### config.mk
export PLATFORM = sky130hd
export DESIGN_NAME = universal_shift_ctrl_flat
export DESIGN_NICKNAME = d
export VERILOG_FILES = /design/src/rtl/universal_shift_pkg.sv /design/src/rtl/universal_shift_ctrl_if.sv /design/src/rtl/universal_shift_ctrl.sv /design/src/flat_wrapper.sv
export SDC_FILE = /design/constraint.sdc
export NUM_CORES = 1
export LEC_CHECK = 0
export ABC_AREA = 1
export CORE_UTILIZATION = 45
export DETAILED_ROUTE_END_ITERATION = 10
export PLACE_DENSITY_LB_ADDON = 0.2
export SLEW_MARGIN = 20
export SYNTH_ARGS = -nofsm -noshare
export SYNTH_HDL_FRONTEND = slang
export SYNTH_SLANG_ARGS = --single-unit
### constraint.sdc
create_clock -name clk -period 3.8 [get_ports clk]
set_clock_uncertainty 0.2 [all_clocks]
set_input_delay 0.38 -clock clk [delete_from_list [all_inputs] [get_ports clk]]
set_output_delay 0.38 -clock clk [all_outputs]
set_load 0.02 [all_outputs]
### src/rtl/universal_shift_pkg.sv
// -----------------------------------------------------------------------------
// universal_shift_pkg
//   Shared definitions for universal_shift_ctrl and universal_shift_reg.
//   Both sides decode the same 2-bit mode word, so its encoding lives here once.
//   Contents:
//     mode_t     : register operation (hold / shift right / shift left / load)
//     state_t    : controller sequencing states
//     dir_mode() : maps the latched direction bit onto the shift mode
// -----------------------------------------------------------------------------
package universal_shift_pkg;

    typedef enum logic [1:0] {
        MODE_HOLD = 2'b00,
        MODE_SHR  = 2'b01,
        MODE_SHL  = 2'b10,
        MODE_LOAD = 2'b11
    } mode_t;

    typedef enum logic [1:0] {
        ST_IDLE  = 2'b00,
        ST_LOAD  = 2'b01,
        ST_SHIFT = 2'b10,
        ST_DONE  = 2'b11
    } state_t;

    // dir = 0 moves bits toward bit 0 (right), dir = 1 toward bit N-1 (left).
    function automatic mode_t dir_mode(input logic dir);
        return dir ? MODE_SHL : MODE_SHR;
    endfunction

endpackage

### src/rtl/universal_shift_ctrl_if.sv
// -----------------------------------------------------------------------------
// universal_shift_ctrl_if
//   Host-side transfer bus of universal_shift_ctrl.
//   Signals:
//     start       host -> ctrl  transfer request, sampled only in IDLE
//     abort       host -> ctrl  cancel a transfer in LOAD/SHIFT
//     dir         host -> ctrl  0 = shift right, 1 = shift left
//     shift_count host -> ctrl  number of shifts C (clamped to N)
//     din_word    host -> ctrl  word to parallel-load
//     ser_in      host -> ctrl  serial bit fed into the vacated end
//     ser_out     ctrl -> host  bit leaving the register this cycle
//     busy        ctrl -> host  high in LOAD and SHIFT
//     done        ctrl -> host  one-cycle completion pulse
//     dout_word   ctrl -> host  register value captured at completion
//   Modports: master = host, slave = controller.
//   N and CNT_W must match the controller instance they connect to.
// -----------------------------------------------------------------------------
interface universal_shift_ctrl_if #(
    parameter int N     = 4,
    parameter int CNT_W = $clog2(N + 1)
) ();

    logic             start;
    logic             abort;
    logic             dir;
    logic [CNT_W-1:0] shift_count;
    logic [N-1:0]     din_word;
    logic             ser_in;
    logic             ser_out;
    logic             busy;
    logic             done;
    logic [N-1:0]     dout_word;

    modport master (
        output start, abort, dir, shift_count, din_word, ser_in,
        input  ser_out, busy, done, dout_word
    );

    modport slave (
        input  start, abort, dir, shift_count, din_word, ser_in,
        output ser_out, busy, done, dout_word
    );

endinterface

### src/rtl/universal_shift_ctrl.sv
// -----------------------------------------------------------------------------
// universal_shift_ctrl
//   Sequencer for universal_shift_reg: one accepted start becomes
//   LOAD (1 cycle) -> SHIFT (C cycles) -> DONE (1 cycle) -> IDLE.
//   Ports:
//     clk               in   rising-edge clock
//     reset             in   synchronous, active-low reset
//     bus               --   host transfer bus (universal_shift_ctrl_if.slave)
//     i_q               in   register contents (universal_shift_reg.o_q)
//     o_mode            out  register mode, decoded from registered state only
//     o_parallel_in     out  word latched at accept
//     o_serial_in_left  out  ser_in during a right shift, else 0
//     o_serial_in_right out  ser_in during a left shift, else 0
//   Parameters:
//     N      register width, must match universal_shift_reg
//     CNT_W  width of shift_count and the internal down-counter
// -----------------------------------------------------------------------------
module universal_shift_ctrl
    import universal_shift_pkg::*;
#(
    parameter int N     = 4,
    parameter int CNT_W = $clog2(N + 1)
) (
    input  logic                   clk,
    input  logic                   reset,
    universal_shift_ctrl_if.slave  bus,
    input  logic [N-1:0]           i_q,
    output logic [1:0]             o_mode,
    output logic [N-1:0]           o_parallel_in,
    output logic                   o_serial_in_left,
    output logic                   o_serial_in_right
);

    state_t           r_state;
    state_t           w_next_state;
    logic [CNT_W-1:0] r_cnt;
    logic [N-1:0]     r_word;
    logic             r_dir;
    logic [N-1:0]     r_dout;

    logic             w_accept;
    logic [CNT_W-1:0] w_count_clamped;
    mode_t            w_mode;
    logic             w_busy;
    logic             w_done;
    logic             w_ser_out;
    logic             w_sil;
    logic             w_sir;

    // A request is taken only in IDLE and only without a simultaneous abort.
    assign w_accept        = (r_state == ST_IDLE) && bus.start && !bus.abort;
    assign w_count_clamped = (bus.shift_count > CNT_W'(N)) ? CNT_W'(N) : bus.shift_count;

    // ---------------------------------------------------------------- state
    always_ff @(posedge clk) begin
        if (!reset) begin
            r_state <= ST_IDLE;
            r_cnt   <= '0;
            r_word  <= '0;
            r_dir   <= 1'b0;
            r_dout  <= '0;
        end else begin
            r_state <= w_next_state;
            case (r_state)
                ST_IDLE: begin
                    // Transfer parameters are frozen here; later input
                    // changes cannot disturb a transfer in flight.
                    if (w_accept) begin
                        r_word <= bus.din_word;
                        r_dir  <= bus.dir;
                        r_cnt  <= w_count_clamped;
                    end
                end
                ST_SHIFT: r_cnt <= r_cnt - CNT_W'(1);
                // Capture on the edge leaving DONE, after the final shift
                // has landed in the register.
                ST_DONE:  r_dout <= i_q;
                default:  ;
            endcase
        end
    end

    // ----------------------------------------------------------- next state
    // NOTE: every always_comb output gets a default first, so no path through
    // the case leaves a signal unassigned and no latch is inferred.
    always_comb begin
        w_next_state = r_state;
        unique case (r_state)
            ST_IDLE: begin
                if (w_accept) w_next_state = ST_LOAD;
            end
            ST_LOAD: begin
                if (bus.abort)          w_next_state = ST_IDLE;
                else if (r_cnt == '0)   w_next_state = ST_DONE;
                else                    w_next_state = ST_SHIFT;
            end
            ST_SHIFT: begin
                // r_cnt holds the shifts still to do including this cycle.
                if (bus.abort)                 w_next_state = ST_IDLE;
                else if (r_cnt == CNT_W'(1))   w_next_state = ST_DONE;
            end
            ST_DONE: w_next_state = ST_IDLE;
            default: w_next_state = ST_IDLE;
        endcase
    end

    // -------------------------------------------------------------- outputs
    // mode/busy/done depend on registered state only, so an abort takes
    // effect on the register one cycle later (the abort cycle still shifts).
    always_comb begin
        w_mode    = MODE_HOLD;
        w_busy    = 1'b0;
        w_done    = 1'b0;
        w_ser_out = 1'b0;
        w_sil     = 1'b0;
        w_sir     = 1'b0;
        unique case (r_state)
            ST_LOAD: begin
                w_mode = MODE_LOAD;
                w_busy = 1'b1;
            end
            ST_SHIFT: begin
                w_mode    = dir_mode(r_dir);
                w_busy    = 1'b1;
                w_ser_out = r_dir ? i_q[N-1] : i_q[0];
                w_sil     = r_dir ? 1'b0 : bus.ser_in;
                w_sir     = r_dir ? bus.ser_in : 1'b0;
            end
            ST_DONE: w_done = 1'b1;
            default: ;
        endcase
    end

    assign o_mode            = w_mode;
    assign o_parallel_in     = r_word;
    assign o_serial_in_left  = w_sil;
    assign o_serial_in_right = w_sir;

    assign bus.ser_out   = w_ser_out;
    assign bus.busy      = w_busy;
    assign bus.done      = w_done;
    assign bus.dout_word = r_dout;

endmodule
### src/flat_wrapper.sv
// flat-port wrapper written by rule: the top's interface ports become plain ports
module universal_shift_ctrl_flat import universal_shift_pkg::*;
#(
    parameter int N     = 4,
    parameter int CNT_W = $clog2(N + 1)
)
  (clk, reset, i_q, o_mode, o_parallel_in, o_serial_in_left, o_serial_in_right, bus_start, bus_abort, bus_dir, bus_shift_count, bus_din_word, bus_ser_in, bus_ser_out, bus_busy, bus_done, bus_dout_word);
  universal_shift_ctrl_if #(.N(N), .CNT_W(CNT_W)) bus_i ();
  input  logic clk;
  input  logic reset;
  input  logic [N-1:0] i_q;
  output logic [1:0] o_mode;
  output logic [N-1:0] o_parallel_in;
  output logic o_serial_in_left;
  output logic o_serial_in_right;
  input wire logic [$bits(bus_i.start)-1:0] bus_start;
  input wire logic [$bits(bus_i.abort)-1:0] bus_abort;
  input wire logic [$bits(bus_i.dir)-1:0] bus_dir;
  input wire logic [$bits(bus_i.shift_count)-1:0] bus_shift_count;
  input wire logic [$bits(bus_i.din_word)-1:0] bus_din_word;
  input wire logic [$bits(bus_i.ser_in)-1:0] bus_ser_in;
  output wire logic [$bits(bus_i.ser_out)-1:0] bus_ser_out;
  output wire logic [$bits(bus_i.busy)-1:0] bus_busy;
  output wire logic [$bits(bus_i.done)-1:0] bus_done;
  output wire logic [$bits(bus_i.dout_word)-1:0] bus_dout_word;
  assign bus_i.start = bus_start;
  assign bus_i.abort = bus_abort;
  assign bus_i.dir = bus_dir;
  assign bus_i.shift_count = bus_shift_count;
  assign bus_i.din_word = bus_din_word;
  assign bus_i.ser_in = bus_ser_in;
  assign bus_ser_out = bus_i.ser_out;
  assign bus_busy = bus_i.busy;
  assign bus_done = bus_i.done;
  assign bus_dout_word = bus_i.dout_word;
  universal_shift_ctrl #(.N(N), .CNT_W(CNT_W)) u_core (.clk(clk), .reset(reset), .bus(bus_i), .i_q(i_q), .o_mode(o_mode), .o_parallel_in(o_parallel_in), .o_serial_in_left(o_serial_in_left), .o_serial_in_right(o_serial_in_right));
endmodule
==> summary.md, run 1 <==
| Metric | Value |
|---|---|
| Layout cells sized above 1 | 0.105 |
| Sequential area share after synthesis | 0.342 |
| CTS tree | done |
| Die width | 44.7 um |
| H-tree levels | 1 |
| Critical path origin | u_core.r_state[0]$_SDFFE_PN0P_ |
| Hold-fix buffers at CTS | 0 |
| Die footprint | about 2000 um2 |
| Worst R2R Path Depth | 9 |
| Total Neg Setup Slack | 0 ns |
| Post-synth top area share | 0.342 |
| Routed Antenna Nets | 0 |
| GRT Util Overall | 0.193 |
| R2r setup slk | 2.22 ns |
| Worst Path Class, Setup | flip-flop to output port |
| Clk slew on worst S/H paths | 0.09 ns |
| TritonRoute pass-1 iters | 4 |
| Post-synth top area cell | dfxtp_1 |
| Critical Path Source Type | flip-flop |
| Max Cap Violations | 0 |
| Initial DRC count | 13 |
| Clock Sinks | 14 |
| Total wire length | 1.71 mm |
| Fin crit share | 0.655 |
| Number of global-route vias before repair | 731 |
| Fin Hold WS | 0.287 ns |
| Crit-path max FO | 7 |
| Postcts setup bufs | 0 |
| Net count reported at finish | 179 |
| FP Rows | 15 |
| Min Clock Period, post-route | between 2 and 2.5 ns |
| Most common cell after layout, fill and taps aside | clkdlybuf4s50_1 |
| GPL Wtd Cong | 0.823 |
| Static Leakage | between 0.5 and 0.6 nW |
| Grt total ovfl | 0 |
| Starting Density | 0.480 |
| Clk root buf | clkbuf_4 |
| Slew margin rel. | 0.703 |
| Clock Path Buffers | 2 |
| Post-cts repair resize count | 0 |
| RSZ-0062 raised after global routing | no |
| Fillers | 147 |
| Crit path DAT | 1.91 ns |
| Post-synth net total | 144 |
| Antenna violations before repair | 0 |
| Outcome | finished clean |
| Power per cell area | 621 nW/um2 |
| I/O pins | 32 |
| Drt drc | 0 |
| R2R Path End | u_core.r_state[1]$_SDFFE_PN0P_ |
| Netlist cell types | 17 |
| Post-DP HPWL | between 1 and 1.5 mm |
| Top cells by area, synth | dfxtp_1, nor2_1, ha_1, nand2_1, o21ai_0 |
| Critical R2R Launch | u_core.r_state[0]$_SDFFE_PN0P_ |
| Slew Viols, Final | 0 |
| Chip Height | 44.7 um |
| Routed length per placed instance | 9.62 um |
| Worst slew pin tran | 0.444 ns |
| HP Start | u_core.o_parallel_in[2]$_SDFFE_PN0P_ |
| Final setup fails | 0 |
| Max Fclk | ~0.4 GHz |
| Worst-skew pair later-pin latency | 0.28 ns |
| Vias per cell | 4.54 |
| Storage element area | 280 um2 |
| Global-route wire length before repair | just under 3 mm |
| Area of the mapped netlist | between 800 and 900 um2 |
| Multi-input gate area | ~460 um2 |
| Synth warn | 0 |
| Cells after Synth | 119 |
| Final Hold Viols | 0 |
| Num CTS Buffers | 3 |
| Hold Path Class | flip-flop to flip-flop |
| Worst slack at placement | around 1.5 ns |
| Commonest cells after routing, fill and taps aside | clkdlybuf4s50_1, nor2_1, nand2_1 |
| Post-Syn Area per Cell | about 6.9 um2 |
| Setup crit end kind | output port |
| Synthesis-stage register bit count | 14 |
| Hold Path Sink | u_core.o_parallel_in[2]$_SDFFE_PN0P_ |
| Core area | 1710 um2 |
| Port bufs | 31 |
| Via count | 809 |
| Worst VDD drop | 0.000474 V |
| Area grow syn2layout | 45.5% |
| Final worst setup slack | about 1.3 ns |
| Antenna cells | 0 |
| Hold Path Stages | 2 |
| CP required | ~3.2 ns |
| Largest net degree at the start of global routing | 15 |
## layer usage
metal | GRT usage | vias up | routed length (um)
li1 | - | 435 | -
met3 | 0.0653 | 2 | 110
met4 | 0.0364 | 0 | 9
met1 | 0.240 | 350 | 804
met5 | 0 | - | 0
met2 | 0.324 | 22 | 789
## worst max-delay path by stage
stage / to / slack, ns / depth (start not counted)
floorplan: o_mode[0] / 1.99 / 4
global route: bus_ser_out / 1.19 / 5
detailed placement: bus_ser_out / 1.55 / 4
CTS: o_mode[0] / 1.29 / 5
finish: bus_ser_out / 1.31 / 5
global placement: bus_ser_out / 1.57 / 4
## critical path, stage by stage, from the launching register on
cell	delay, ns
dfxtp_1	0.34
inv_1	0.12
ha_1	0.28
inv_2	0.12
a21oi_1	0.14
clkdlybuf4s50_1	0.61
## cells by family (layout without fill, tap and decap cells)
| logic type | after synthesis | count (layout) | share of synthesized area |
|---|---|---|---|
| AO/OA/AOI/OAI | 19 | 19 | 0.119 |
| buffers and inverters | 20 | 54 | 0.0931 |
| flip-flops | 14 | 14 | 0.342 |
| AND/OR/NAND/NOR | 58 | 58 | 0.324 |
| adder cells (fa/ha/maj) | 8 | 8 | 0.122 |
## Yosys cell counts, drive strengths merged
cell and count:
nand3 4, nand2 21, ha 8, a21oi 4, nor2 33, o21bai 1, inv 19, clkbuf 1
o21ai 14, dfxtp 14
## cell type report
class | count | share of cell area
clock buffers | 4 | 0.0304
inverters | 19 | 0.0598
multi-input cells | 85 | 0.388
flip-flops and latches | 14 | 0.235
well taps | 25 | 0.0262
repair buffers | 31 | 0.260
## flip-flops by register name, indices dropped and copies added (netlist names)
name,flops
u_core.r_cnt,3
u_core.r_state,2
u_core.o_parallel_in,4
u_core.bus.dout_word,4
u_core.r_dir,1
## where the power goes
part | internal [mW] | switching, mW | leakage [nW]
Sequential | 0.186 | 0.0264 | 0.115
Clock | 0.0583 | 0.0504 | 0.0210
Combinational | 0.178 | 0.241 | 0.402
## per-stage QoR
step	std cells	util	power [mW]	cell area [um2]
4_1_cts	178	0.698	0.746	1190
2_1_floorplan	119	-	0.496	820
5_1_grt	178	0.698	0.812	1190
6_report	178	0.698	0.741	1190
3_5_place_dp	174	0.677	0.634	1160
3_3_place_gp	174	0.677	0.628	1160
No activity file was read; power rests on OpenSTA's default activity.
==> run 2, diff against run 1 <==
CORE_UTILIZATION = 38   (was 45)
clock period = 2.19 ns   (was 3.8 ns; I/O delays follow)
==> summary.md, run 2 (synthesis gave the netlist of run 1 again) <==
| Metric | Value |
|---|---|
| Hold Path Stages | 2 (unchanged) |
| Hold-fix buffers at CTS | 0 (unchanged) |
| Worst slew pin tran | 0.426 ns (-0.0183 ns) |
| I/O pins | 32 (unchanged) |
| RSZ-0062 raised after global routing | no |
| H-tree levels | 1 (unchanged) |
| Slew margin rel. | 0.715 (+0.0122) |
| Post-cts repair resize count | 5 (+5) |
| Postcts setup bufs | 0 (unchanged) |
| Area grow syn2layout | 45.6% |
| Setup crit end kind | output port |
| Clock Path Buffers | 2 (unchanged) |
| Critical R2R Launch | u_core.r_state[0]$_SDFFE_PN0P_ |
| Crit path DAT | 1.62 ns (-0.29 ns) |
| Clk root buf | clkbuf_4 |
| Worst R2R Path Depth | 9 (unchanged) |
| DRT met1 WL | 833 um (+3.6%) |
| Post-route design area | 1190 um2 (+0.10%) |
| Final Hold Viols | 0 (unchanged) |
| Largest net degree at the start of global routing | 15 (unchanged) |
| Final worst setup slack | 0.146 ns (-1.16 ns) |
| Via count | 812 (+0.37%) |
| Routed Antenna Nets | 0 (unchanged) |
| R2R Path End | u_core.r_state[0]$_SDFFE_PN0P_ |
| Static Leakage | 0.570 nW (+6.1%) |
| Worst path cell trace | ha_1 > clkdlybuf4s50_1 |
| Chip Height | 48.4 um (+8.4%) |
| Grt total ovfl | 0 (unchanged) |
| Outcome | finished clean |
| Drt drc | 0 (unchanged) |
| Layout cells sized above 1 | 0.111 (+0.00654) |
| Slew Viols, Final | 0 (unchanged) |
| CP required | 1.77 ns (-1.45 ns) |
| Crit-path max FO | 6 (-1) |
| Fin Hold WS | 0.284 ns (-0.00267 ns) |
| Worst VDD drop | 0.000620 V (+31%) |
| Total Neg Setup Slack | 0 ns (unchanged) |
| Initial DRC count | 4 (-9) |
| Die width | 48.4 um (+8.4%) |
| Critical path origin | u_core.r_state[1]$_SDFFE_PN0P_ |
| Most common cell after layout, fill and taps aside | nor2_1 |
| Min Clock Period, post-route | 2.04 ns |
| Port bufs | 31 (unchanged) |
| Worst-skew pair later-pin latency | 0.27 ns (about the same) |
| Power per cell area | 1070 nW/um2 (+72%) |
| Clock Sinks | 14 (unchanged) |
| Total wire length | 1.87 mm (+8.9%) |
| Critical path's top delay family | buffers and inverters |
| Core area | 2000 um2 (+17%) |
| Slowest stage delay, CP | 0.66 ns (+0.05 ns) |
| Final setup fails | 0 (unchanged) |
| WP buf/inv | 1 (-2) |
| Routed length on met2 | 947 um (+20%) |
| Fin crit share | 0.933 |
| Post-DP Area | 1160 um2 (+0.22%) |
| Num CTS Buffers | 3 (unchanged) |
| R2r setup slk | 0.66 ns (-1.56 ns) |
| Max Cap Violations | 0 (unchanged) |
| Critical Path Source Type | flip-flop |
| Max Fclk | 0.489 GHz |
| Antenna violations before repair | 0 (unchanged) |
| Worst path depth | 2 (-3) |
| Clk slew on worst S/H paths | 0.08 ns (about the same) |
| Starting Density | 0.409 (-0.0705) |
| Critical Path Sink | bus_done |
| Non-filler cells in the finished layout | 180 (+1.1%) |
| Vias per cell | 4.51 (-0.74%) |
| Met3 routed WL | 71 um (-35%) |
| Worst slack at placement | 0.171 ns (-1.38 ns) |
| Number of global-route vias before repair | 794 (+8.6%) |
| Worst Path Class, Setup | flip-flop to output port |
| Commonest cells after routing, fill and taps aside | nor2_1, clkdlybuf4s50_1, nand2_1 |
| GPL Wtd Cong | 0.806 (-2.1%) |
| Slowest CP cell | clkdlybuf4s50_1 |
| Antenna cells | 0 (unchanged) |
| Total Power | 1.27 mW (+72%) |
| Hold Path Class | flip-flop to flip-flop |
| Net count reported at finish | 179 (unchanged) |
| Placed insts | 176 (+1.1%) |
| Die footprint | 2350 um2 (+18%) |
| GRT Util Overall | 0.178 (-0.0150) |
| Routed length per placed instance | 10.4 um (+7.7%) |
| FP Rows | 16 (+1) |
| Post-DP HPWL | 1.50 mm (+12%) |
| Highest routed layer | met4 |
| TritonRoute pass-1 iters | 3 (-1) |
| CTS tree | done |
| Final Core Density | 0.596 (-0.102) |
| Global-route wire length before repair | 3.26 mm (+13%) |
==> run 2: worst register-to-register path: cells and delay by family (launching register included) <==
family                   cells  cell delay (ns)
adder cells (fa/ha/maj)      1             0.26
buffers and inverters        2             0.23
flip-flops                   1             0.34
AND/OR/NAND/NOR              6             0.41
==> run 2: how the worst min path moves through the flow <==
stage                                                    start                              endpoint  slack, ns
after detailed placement  u_core.o_parallel_in[2]$_SDFFE_PN0P_  u_core.o_parallel_in[2]$_SDFFE_PN0P_       0.27
after CTS                 u_core.o_parallel_in[2]$_SDFFE_PN0P_  u_core.o_parallel_in[2]$_SDFFE_PN0P_       0.29
after floorplan                                         i_q[1]  u_core.bus.dout_word[1]$_SDFFE_PN0P_       0.15
after global placement    u_core.o_parallel_in[2]$_SDFFE_PN0P_  u_core.o_parallel_in[2]$_SDFFE_PN0P_       0.26
after global routing      u_core.o_parallel_in[2]$_SDFFE_PN0P_  u_core.o_parallel_in[2]$_SDFFE_PN0P_       0.34
final                     u_core.o_parallel_in[2]$_SDFFE_PN0P_  u_core.o_parallel_in[2]$_SDFFE_PN0P_       0.28
==> run 2: power breakdown <==
| part | total (mW) | internal (mW) | switching [mW] |
|---|---|---|---|
| clock network | 0.183 | 0.101 | 0.0816 |
| registers | 0.369 | 0.322 | 0.0468 |
| logic | 0.720 | 0.292 | 0.428 |
==> run 2: cell type report <==
class | count | area [um2]
Clock buffer | 4 | 36.3
Fill cell | 198 | 808
Inverter | 19 | 71.3
Multi-Input combinational cell | 85 | 465
Sequential cell | 14 | 280
Tap cell | 27 | 33.8
Timing Repair Buffer | 31 | 307
==> run 2: layer usage <==
metal | vias up | global-route usage
met4 | 0 | 0.0441
li1 | 434 | -
met1 | 361 | 0.195
met5 | - | 0
met3 | 2 | 0.0440
met2 | 15 | 0.338
